## config.mk

```make
export PLATFORM = sky130hd
export DESIGN_NAME = pipe_hazard_ctrl
export DESIGN_NICKNAME = d
export VERILOG_FILES = /design/src/rtl/pipe_hazard_ctrl.sv
export SDC_FILE = /design/constraint.sdc
export NUM_CORES = 1
export LEC_CHECK = 0
export ABC_AREA = 1
export BUFFER_PORTS_ARGS = -buffer_cell sky130_fd_sc_hd__clkbuf_2
export CORE_MARGIN = 3
export CORE_UTILIZATION = 46
export DETAILED_ROUTE_END_ITERATION = 7
export HOLD_SLACK_MARGIN = 0.05
export MAX_ROUTING_LAYER = met4
export PLACE_DENSITY = 0.85
export RECOVER_POWER = 50
export REMOVE_ABC_BUFFERS = 1
export SLEW_MARGIN = 20
export SYNTH_ARGS = -nofsm -noshare
export SYNTH_HDL_FRONTEND = slang
export SYNTH_SLANG_ARGS = --single-unit
```

## constraint.sdc

```tcl
create_clock -name clk -period 1.7 [get_ports clk]
set_input_delay 0.51 -clock clk [delete_from_list [all_inputs] [get_ports clk]]
set_output_delay 0.51 -clock clk [all_outputs]
set_load 0.1 [all_outputs]
```

## src/rtl/pipe_hazard_ctrl.sv

```systemverilog
// Hazard controller for the five-stage pipeline: drives en/clr_n of every pipeline
// register and the PC enable, with a memory-wait watchdog and a stall-cycle counter.
module pipe_hazard_ctrl #(
    parameter int TIMEOUT = 16,
    parameter int CNT_W   = 16
) (
    input  logic             clk,
    input  logic             rst_n,
    input  logic [4:0]       Id_Rs,
    input  logic [4:0]       Id_Rt,
    input  logic             Id_UsesRt,
    input  logic [4:0]       Ex_Rd,
    input  logic             Ex_Wreg,
    input  logic             Ex_Reg2reg,
    input  logic             Branch_Taken,
    input  logic             Mem_Req,
    input  logic             Mem_Ack,
    output logic             Pc_En,
    output logic             IfId_En,
    output logic             IfId_Clr_n,
    output logic             IdEx_En,
    output logic             IdEx_Clr_n,
    output logic             ExMem_En,
    output logic             ExMem_Clr_n,
    output logic             MemWb_En,
    output logic             MemWb_Clr_n,
    output logic             Mem_Err,
    output logic [CNT_W-1:0] Stall_Cnt
);
    localparam int WAIT_W = $clog2(TIMEOUT) + 1;
    localparam logic [WAIT_W-1:0] WAIT_LAST = WAIT_W'(TIMEOUT - 1);
    localparam logic [CNT_W-1:0]  CNT_MAX   = '1;

    typedef enum logic {RUN = 1'b0, HALT = 1'b1} state_t;

    state_t            state_q, state_d;
    logic [WAIT_W-1:0] wait_cnt_q, wait_cnt_d;
    logic [CNT_W-1:0]  stall_cnt_q, stall_cnt_d;
    logic              mem_err_q, mem_err_d;
    logic              mw, lu, br;

    always_comb begin
        mw = Mem_Req & ~Mem_Ack;
        lu = Ex_Reg2reg & Ex_Wreg & (Ex_Rd != 5'd0) &
             ((Ex_Rd == Id_Rs) | (Id_UsesRt & (Ex_Rd == Id_Rt)));
        br = Branch_Taken;
    end

    always_comb begin
        state_d     = state_q;
        wait_cnt_d  = wait_cnt_q;
        stall_cnt_d = stall_cnt_q;
        mem_err_d   = mem_err_q;
        if (!mw) begin
            wait_cnt_d = '0;
        end
        if (state_q == RUN) begin
            if (mw) begin
                wait_cnt_d = wait_cnt_q + 1'b1;
                // The TIMEOUT-th consecutive wait cycle moves us to HALT.
                if (wait_cnt_q == WAIT_LAST) begin
                    state_d   = HALT;
                    mem_err_d = 1'b1;
                end
            end
            if ((mw | (lu & ~br)) && (stall_cnt_q != CNT_MAX)) begin
                stall_cnt_d = stall_cnt_q + 1'b1;
            end
        end
    end

    always_ff @(posedge clk or negedge rst_n) begin
        if (!rst_n) begin
            state_q     <= RUN;
            wait_cnt_q  <= '0;
            stall_cnt_q <= '0;
            mem_err_q   <= 1'b0;
        end else begin
            state_q     <= state_d;
            wait_cnt_q  <= wait_cnt_d;
            stall_cnt_q <= stall_cnt_d;
            mem_err_q   <= mem_err_d;
        end
    end

    assign Mem_Err   = mem_err_q;
    assign Stall_Cnt = stall_cnt_q;

    // Priority: reset, halt, memory wait, branch flush, load-use bubble.
    always_comb begin
        Pc_En       = 1'b1;
        IfId_En     = 1'b1;
        IfId_Clr_n  = 1'b1;
        IdEx_En     = 1'b1;
        IdEx_Clr_n  = 1'b1;
        ExMem_En    = 1'b1;
        ExMem_Clr_n = 1'b1;
        MemWb_En    = 1'b1;
        MemWb_Clr_n = 1'b1;
        if (!rst_n) begin
            Pc_En       = 1'b0;
            IfId_Clr_n  = 1'b0;
            IdEx_Clr_n  = 1'b0;
            ExMem_Clr_n = 1'b0;
            MemWb_Clr_n = 1'b0;
        end else if (state_q == HALT) begin
            Pc_En    = 1'b0;
            IfId_En  = 1'b0;
            IdEx_En  = 1'b0;
            ExMem_En = 1'b0;
            MemWb_En = 1'b0;
        end else if (mw) begin
            Pc_En       = 1'b0;
            IfId_En     = 1'b0;
            IdEx_En     = 1'b0;
            ExMem_En    = 1'b0;
            MemWb_Clr_n = 1'b0;
        end else if (br) begin
            IfId_Clr_n = 1'b0;
            IdEx_Clr_n = 1'b0;
        end else if (lu) begin
            Pc_En      = 1'b0;
            IfId_En    = 1'b0;
            IdEx_Clr_n = 1'b0;
        end
    end
endmodule

```

==> results of run 1 <==
[registers in the layout, summed over array words and instances, names as in the netlist]
register	cells
wait_cnt_q	5
state_q	1
Stall_Cnt	16
Mem_Err	1
[stage by stage]
step	hold slack, ps	total power (W)	cell area (sq um)	util, %
floorplan	214	0.000682	1590	-
global placement	462	0.000814	2410	71.2
detailed placement	473	0.000819	2410	71.2
CTS	344	0.00109	2530	74.6
global route	514	0.00117	2790	82.3
finish	505	0.00113	2790	82.3
[final cells by class]
type / instances / area share, %
Tap cell: 46 / 2.06
Clock buffer: 4 / 0.942
Timing Repair Buffer: 82 / 32.5
Inverter: 42 / 5.92
Sequential cell: 23 / 20.8
Multi-Input combinational cell: 172 / 37.8
[cells by family (layout without fill, tap and decap cells)]
kind of cell | count (synthesis) | after routing | synth area share [%]
flip-flops | 23 | 23 | 34.8
AO/OA/AOI/OAI | 10 | 10 | 3.33
AND/OR/NAND/NOR | 154 | 155 | 43.8
buffers and inverters | 50 | 128 | 13.6
XOR/XNOR | 4 | 4 | 2.12
adder cells (fa/ha/maj) | 3 | 3 | 2.27
[worst max-delay path, delay by kind of cell]
kind / cells / cell delay (ps)
simple gates: 8 / 710
buf+inv: 3 / 330
[what timing repair did]
action / 4_1_cts / 5_1_grt
setup buffers: 0 / 6
endpoints found under the hold margin: 0 / 0
gates cloned: 0 / 2
setup endpoints to repair: 12 / 23
pin swaps: 6 / 37
resized for setup: 22 / 68
[power by group]
group	internal, W	switching [W]
clock network	0.0000923	0.000176
registers	0.000547	0
logic	0.000118	0.000201
total	0.000757	0.000377
[metal layers]
layer	vias to the layer above	GRT usage (%)	part of all wire, %
li1	940	-	-
met1	994	27.1	35
met2	160	38.5	52
met3	43	3.23	8.2
met4	0	9.90	4.8
met5	-	-	0
[cell usage in the layout, fill, tap and decap left out, types with 8 or more instances in the layout]
cell,count
clkbuf_2,14
nand2_2,15
buf_4,31
nand2_1,65
nand4_1,18
nand3_2,10
buf_12,21
nand3_1,8
inv_2,9
dfrtp_1,20
nor2_1,12
inv_1,30
[path summary, 6_finish.rpt]
| path | startpoint | to | slack, ps | depth (start not counted) |
|---|---|---|---|---|
| setup / recovery | Id_Rt[3] | IfId_En | -380 | 11 |
| hold / removal | Mem_Err | Mem_Err | 500 | 1 |
| setup reg to reg | Stall_Cnt[3] | Stall_Cnt[15] | -90 | 9 |
| hold reg to reg | Mem_Err | Mem_Err | 500 | 1 |
| max in group asynchronous | rst_n | Stall_Cnt[2] | 350 | 3 |
| min in group asynchronous | rst_n | Stall_Cnt[14] | 610 | 3 |
==> results.sh, run 1 <==
export IMPL_status="complete, but fails checks"
export IMPL_violations="setup timing"
export IMPL_synth_common_cells="79 x nand2_1, 42 x inv_1, 23 x dfrtp_1"
export IMPL_dieArea_sq_um=4350
export IMPL_async_reset_ff_share_pct=100
export IMPL_cts_root_buf="clkbuf_4"
export IMPL_synth_top_area_cell="dfrtp_1"
export IMPL_cts_buffer_depth=2
export IMPL_grt_max_degree=15
export IMPL_start_kind="primary input"
export IMPL_drive_above_1_share_pct=44.6
export IMPL_drcViolationCount=0
export IMPL_cp_max_fo=2
export IMPL_finalSetupViolations=12
export IMPL_via_per_inst=5.79
export IMPL_timing_final_crit_period_ps=2080
export IMPL_syn_area_sq_um=1650
export IMPL_worstMarginPinSlew_ps=849
export IMPL_fill_cells=170
export IMPL_critPathKind="primary input to output pin"
export IMPL_clk_insertion_delay_late_ps=330
export IMPL_detail_route_wl_per_cell_microns=17.5
export IMPL_max_cap_violations=0
export IMPL_grt_pass1_vias=1782
export IMPL_rsz0062_at_grt="true"
export IMPL_crit_path_top_delay_cell="buf_12"
export IMPL_netlist_top_cells_area="dfrtp_1 35%, nand2_1 18%, inv_1 9.5%"
export IMPL_end_kind="output pin"
export IMPL_diodes=0
export IMPL_dieWidth_microns=65.9
export IMPL_slew_headroom_pct=43.4
export IMPL_ios=49
export IMPL_rows=21
export IMPL_cellLeakagePower_nw=1.32
export IMPL_vias=2137
export IMPL_hold_class="flip-flop to flip-flop"
export IMPL_clock_fmax_ghz=0.481
export IMPL_clock_skew_ps=11.6
export IMPL_clkTransAtPathRegs_ps=120
export IMPL_synth_cell_types=27
export IMPL_fin_tns_setup_ps=-1730
export IMPL_dp_slack_ps=-386
export IMPL_cp_arrival_ps=1570
export IMPL_post_layout_nonfiller_instances=369
export IMPL_power_density_nw_per_um2=407
export IMPL_irDropWorstVdd_mv=0.381
export IMPL_cts_inserted_buffers=3
export IMPL_period_share_pct=122
export IMPL_gp_congestion=0.897
export IMPL_yosysMostFrequentCell="nand2_1"
export IMPL_coreArea_sq_um=3390
export IMPL_numClockSinks=23
export IMPL_ctsHoldBuffers=0
export IMPL_first_iter_violations=180
export IMPL_syn_inst=244
export IMPL_slowest_delay_ps=160
export IMPL_fin_ws_ps=-378
export IMPL_path_cells="clkbuf_2 > inv_2 > nand2_1 > nand2_1 > nor2_1 > nand3_1 > nand2_2 > nand3_4 > nand3_4 > nand2_4 > buf_12"
export IMPL_grt_usage_pct=22.8
export IMPL_nets=350
export IMPL_multi_input_area_sq_um=1050
export IMPL_ant_nets=0
export IMPL_antenna_found_initial=0
export IMPL_grt_overflow=0
export IMPL_hold_viol=0
export IMPL_seq_area_sq_um=579
export IMPL_synth_seq_area_share_pct=34.8
export IMPL_slew_viol_final=0
export IMPL_first_pass_iters=6
export IMPL_synth_seq_cells=23
export IMPL_die_h_microns=65.9
export IMPL_synth_ff_type="dfrtp_1"
export IMPL_numPortBuffers=48
export IMPL_start_util_pct=48.8
export IMPL_grt_pass1_wl_mm=7.65
export IMPL_h_tree_depth=1
export IMPL_syn_area_per_cell_sq_um=6.77
export IMPL_yosysTopAreaCellShare_pct=34.8
export IMPL_yosysWarnings=0
export IMPL_cts_tree="built"
export IMPL_synth_edf_count=0
export IMPL_cp_required_ps=1190
export IMPL_drt_wl_total_mm=6.46
export IMPL_dp_cells=357
export IMPL_dpl_hpwl_mm=3.41
export IMPL_area_growth_pct=68.7
No activity file was read; power rests on OpenSTA's default activity.
==> run 2: changes to the inputs <==
CELL_PAD_IN_SITES_DETAIL_PLACEMENT = 1   (was default)
CELL_PAD_IN_SITES_GLOBAL_PLACEMENT = 1   (was default)
CORE_UTILIZATION = 32   (was 46)
==> run 2 against run 1 <==
Net effect: total power grew 9.6%; flip-flop and latch count stayed put; clock skew decreased by 9.8 ps; largest cell class unchanged; non-clock buffer count grew 6; the run still ends with setup timing left; global-route usage is 3.1 points higher; utilization decreased by 23 points; register-to-register slack got worse by 70 ps; critical path depth did not move; clock power up 39%; sequential share of layout area shrank 0.80 points.
==> results.sh, run 2 (synthesized netlist as in run 1, its figures left out) <==
export IMPL_status="complete, but fails checks"
export IMPL_violations="setup timing"
export IMPL_cts_root_buf="clkbuf_8"
export IMPL_start_kind="primary input"
export IMPL_end_kind="output pin"
export IMPL_crit_path_top_delay_cell="buf_12"
export IMPL_cellLeakagePower_nw=1.38
export IMPL_cp_arrival_ps=1550
export IMPL_grt_pass1_vias=2353
export IMPL_critPathBufInv=3
export IMPL_cts_buffer_depth=2
export IMPL_drt_wl_total_mm=7.96
export IMPL_die_h_microns=77.9
export IMPL_numClockSinks=23
export IMPL_cts_inserted_buffers=3
export IMPL_finalSetupViolations=23
export IMPL_grt_pass1_wl_mm=11.8
export IMPL_rsz0062_at_grt="true"
export IMPL_cp_required_ps=1190
export IMPL_drcViolationCount=0
export IMPL_cts_tree="built"
export IMPL_clock_fmax_ghz=0.485
export IMPL_path_cells="clkbuf_2 > inv_1 > nand2_1 > nand2_1 > nor2_1 > nand3_1 > nand2_2 > nand3_4 > nand3_4 > nand2_4 > buf_12"
export IMPL_detail_route_wl_per_cell_microns=20.1
export IMPL_fin_tns_setup_ps=-3390
export IMPL_grt_max_degree=22
export IMPL_first_iter_violations=119
export IMPL_fill_cells=578
export IMPL_rows=25
export IMPL_slowest_delay_ps=160
export IMPL_vias=2176
export IMPL_drive_above_1_share_pct=45.1
export IMPL_numPortBuffers=48
export IMPL_critPathKind="primary input to output pin"
export IMPL_dpl_hpwl_mm=4.56
export IMPL_gp_congestion=0.833
export IMPL_slew_viol_final=0
export IMPL_ctsHoldBuffers=0
export IMPL_start_util_pct=34.1
export IMPL_coreArea_sq_um=4850
export IMPL_period_share_pct=121
export IMPL_grt_overflow=0
export IMPL_final_cell_mix="62 x nand2_1, 34 x buf_4, 31 x inv_1"
export IMPL_timing_final_crit_period_ps=2060
export IMPL_clkTransAtPathRegs_ps=90
export IMPL_grt_usage_pct=25.9
export IMPL_first_pass_iters=4
export IMPL_nets=355
export IMPL_hold_class="primary input to async pin"
export IMPL_power_density_nw_per_um2=429
export IMPL_path_delay_family="simple AND/OR/NAND/NOR gates"
export IMPL_dp_cells=380
export IMPL_area_growth_pct=75.1
export IMPL_h_tree_depth=1
export IMPL_post_layout_nonfiller_instances=395
export IMPL_largest_reg_flops=16
export IMPL_max_cap_violations=0
export IMPL_clock_skew_ps=1.80
export IMPL_slew_headroom_pct=75.2
export IMPL_layout_commonest_cell="nand2_1"
export IMPL_hold_viol=0
export IMPL_cp_max_fo=2
export IMPL_clk_insertion_delay_late_ps=280
export IMPL_ios=49
export IMPL_ant_nets=0
export IMPL_irDropWorstVdd_mv=0.346
export IMPL_via_per_inst=5.51
export IMPL_dp_slack_ps=-444
export IMPL_fin_ws_ps=-361
export IMPL_antenna_found_initial=0
export IMPL_dieWidth_microns=77.9
export IMPL_diodes=0
export IMPL_worstMarginPinSlew_ps=369
export IMPL_dieArea_sq_um=6060
==> run 2: cell count changes in the layout (fill, tap and decap cells not counted), sizes merged <==
cell    change
nand3       -1
clkbuf      -5
buf        +11
==> run 2: final timing paths <==
check / start / endpoint / slack [ps] / cells past startpoint
min reg2reg: Mem_Err / Mem_Err / 490 / 1
max reg2reg: Stall_Cnt[1] / Stall_Cnt[7] / -160 / 10
min: rst_n / wait_cnt_q[0] / 190 / 2
max in group asynchronous: rst_n / Stall_Cnt[4] / 1000 / 3
max: Id_Rs[2] / IfId_En / -360 / 11
min in group clk: Mem_Err / Mem_Err / 490 / 1
==> run 2: layout make-up <==
type,instances,area [sq um],share of cell area (%)
Clock buffer,4,45.0,1.56
Inverter,42,170,5.88
Multi-Input combinational cell,171,1020,35.1
Sequential cell,23,578,20.0
Tap cell,67,83.8,2.90
Timing Repair Buffer,88,1000,34.6
==> run 2: report_power, final <==
group	switching, W	leakage, nW	internal (W)	total (W)
sequential	0	0.313	0.000547	0.000547
combinational	0.000198	1.04	0.000123	0.000321
clock	0.000207	0.0228	0.000169	0.000375
total	0.000405	1.38	0.000838	0.00124
==> run 2: per-stage QoR <==
step                instance area [sq um]  util (%)  total power, W  hold slack [ps]
detailed placement                   2490      51.4        0.000826              470
global route                         2890      59.7         0.00129              209
finish                               2890      59.7         0.00124              193
global placement                     2490      51.4        0.000820              470
CTS                                  2710      55.9         0.00118              192
floorplan                            1590         -        0.000682              214
==> run 2: timing repair <==
| item | in CTS | in global routing |
|---|---|---|
| buffers inserted | 9 | 2 |
| endpoints found under the setup margin | 23 | 25 |
| gates resized for setup | 25 | 63 |
| pin swaps | 17 | 41 |
==> run 2: metal layers <==
layer	share of wire [%]	vias up	wire length [microns]	global-route usage [%]
met3	4.2	43	331	3.13
met4	5.7	0	454	16.2
met2	53	98	4260	46.7
li1	-	942	-	-
met1	37	1093	2920	26.4
met5	0	-	0	-
==> run 3: changes to the inputs <==
BUFFER_PORTS_ARGS = -buffer_cell sky130_fd_sc_hd__buf_2   (was -buffer_cell sky130_fd_sc_hd__clkbuf_2)
CORE_UTILIZATION = 38   (was 32)
PLACE_DENSITY = 0.94   (was 0.85)
clock period = 2.7 ns   (was 1.7 ns; I/O delays follow)
==> run 3 against run 2 <==
Net effect: the flow now finishes without violations; register-to-register slack improved by 730 ps; sequential share of layout area increased by 6.7 points; clock power decreased by 41%; final cell count decreased by 12%; via count decreased by 16%; combinational power decreased by 49%; wire length decreased by 31%; sequential power decreased by 37%; first-iteration DRC count decreased by 68%; global-route usage decreased by 2.3 points.
==> results.sh, run 3 (synthesized netlist as in run 1, its figures left out) <==
export IMPL_status="complete, no violations"
export IMPL_clkTransAtPathRegs_ps=80
export IMPL_h_tree_depth=1
export IMPL_cts_buffer_depth=2
export IMPL_slowest_delay_ps=170
export IMPL_worstMarginPinSlew_ps=1180
export IMPL_route_met2_wl_mm=2.97
export IMPL_swShare_pct=31.4
export IMPL_dp_slack_ps=-29.4
export IMPL_timing_final_crit_period_ps=2630
export IMPL_cts_inserted_buffers=3
export IMPL_wl_met3_microns=260
export IMPL_hold_class="primary input to async pin"
export IMPL_grt_overflow=0
export IMPL_grt_pass1_wl_mm=9.32
export IMPL_fill_cells=557
export IMPL_power_density_nw_per_um2=339
export IMPL_fin_tns_setup_ps=0
export IMPL_cts_tree="built"
export IMPL_irDropWorstVdd_mv=0.193
export IMPL_critPathBufInv=3
export IMPL_numClockSinks=23
export IMPL_antenna_found_initial=0
export IMPL_die_h_microns=72.0
export IMPL_p_clk_share_pct=30.3
export IMPL_p_int_w=0.000502
export IMPL_clock_fmax_ghz=0.381
export IMPL_dpl_hpwl_mm=4.19
export IMPL_grt_usage_pct=23.5
export IMPL_cellLeakagePower_nw=1.10
export IMPL_hold_viol=0
export IMPL_gp_congestion=0.798
export IMPL_grt_max_degree=28
export IMPL_slew_headroom_pct=21.6
export IMPL_first_pass_iters=4
export IMPL_max_cap_violations=0
export IMPL_highest_signal_layer="met4"
export IMPL_final_util_pct=52.8
export IMPL_p_seq_share_pct=47.1
export IMPL_layout_commonest_cell="nand2_1"
export IMPL_largest_reg_flops=16
export IMPL_end_kind="output pin"
export IMPL_startpoint="Ex_Rd[4]"
export IMPL_cp_max_fo=3
export IMPL_first_iter_violations=38
export IMPL_total_power_w=0.000731
export IMPL_crit_path_top_delay_cell="buf_12"
export IMPL_grt_pass1_vias=1967
export IMPL_start_kind="primary input"
export IMPL_rows=23
export IMPL_clock_skew_ps=5.76
export IMPL_detail_route_wl_per_cell_microns=15.8
export IMPL_comb_power_share_pct=22.6
export IMPL_area_growth_pct=30.5
export IMPL_cp_required_ps=1890
export IMPL_final_cell_mix="76 x nand2_1, 40 x inv_1, 34 x buf_2"
export IMPL_coreArea_sq_um=4090
export IMPL_finalSetupViolations=0
export IMPL_dieWidth_microns=72.0
export IMPL_ant_nets=0
export IMPL_vias=1833
export IMPL_critPathKind="primary input to output pin"
export IMPL_cts_setup_buffers=0
export IMPL_met1_length_mm=2.13
export IMPL_drcViolationCount=0
export IMPL_period_share_pct=97.3
export IMPL_clk_insertion_delay_late_ps=270
export IMPL_p_switching_w=0.000229
export IMPL_dieArea_sq_um=5180
export IMPL_r2r_start="Stall_Cnt[0]"
export IMPL_fin_ws_ps=72.5
export IMPL_numPortBuffers=48
export IMPL_drt_wl_total_mm=5.50
export IMPL_slew_viol_final=0
export IMPL_cp_arrival_ps=1820
export IMPL_path_cells="buf_2 > inv_1 > nand2_1 > nand2_1 > nor2_1 > nand3_1 > nand2_2 > nand3_4 > nand3_4 > nand2_2 > buf_12"
export IMPL_drive_above_1_share_pct=24.8
export IMPL_via_per_inst=5.27
export IMPL_ios=49
export IMPL_cts_root_buf="clkbuf_8"
export IMPL_diodes=0
export IMPL_start_util_pct=40.4
export IMPL_nets=325
export IMPL_path_delay_family="simple AND/OR/NAND/NOR gates"
## run 3: worst paths after layout
path,slack (ps),cells after the start,endpoint
worst min-delay path,350,1,state_q
worst max-delay path,70,11,IfId_En
min in group clk,490,1,Mem_Err
worst max register to register,570,9,Stall_Cnt[10]
worst min register to register,490,1,Mem_Err
max in group asynchronous,710,3,wait_cnt_q[3]
## run 3: layout make-up
| cell class | instances | area (sq um) | area share [%] |
|---|---|---|---|
| Sequential cell | 23 | 576 | 26.7 |
| Inverter | 42 | 158 | 7.31 |
| Tap cell | 50 | 62.6 | 2.90 |
| Multi-Input combinational cell | 171 | 902 | 41.8 |
| Clock buffer | 3 | 41.3 | 1.91 |
| Timing Repair Buffer | 58 | 413 | 19.1 |
| Clock inverter | 1 | 5.00 | 0.232 |
## run 3: power groups by stage
stage | combinational, W | sequential (W) | clock [W]
global route | 0.000177 | 0.000344 | 0.000241
floorplan | 0.0000785 | 0.000351 | 0
CTS | 0.000163 | 0.000344 | 0.000221
finish | 0.000165 | 0.000344 | 0.000221
global placement | 0.000156 | 0.000351 | 0
detailed placement | 0.000162 | 0.000351 | 0
## run 3: worst reg2reg max path, delay by kind of cell (launching register included)
kind | cells | cell delay (ps)
adder cells (fa/ha/maj) | 1 | 240
flip-flops | 1 | 440
AND/OR/NAND/NOR | 8 | 1400
## run 3: timing repair
action,4_1_cts,5_1_grt
resized for setup,2,13
endpoints found under the hold margin,0,0
pin swaps,0,1
hold buffers,0,0
endpoints found under the setup margin,1,4
## run 3: layer usage
metal | vias to the layer above | global-route usage, %
li1 | 886 | -
met1 | 883 | 27.8
met2 | 53 | 41.0
met3 | 11 | 1.80
met4 | 0 | 10.4
met5 | - | -
## run 3: metrics by stage
step                      hold slack [ps]  std cells  area (sq um)
after floorplan                       490        236          1590
after global placement                465        344          2080
after detailed placement              465        344          2080
after CTS                             352        348          2140
after global routing                  346        348          2160
final                                 354        348          2160
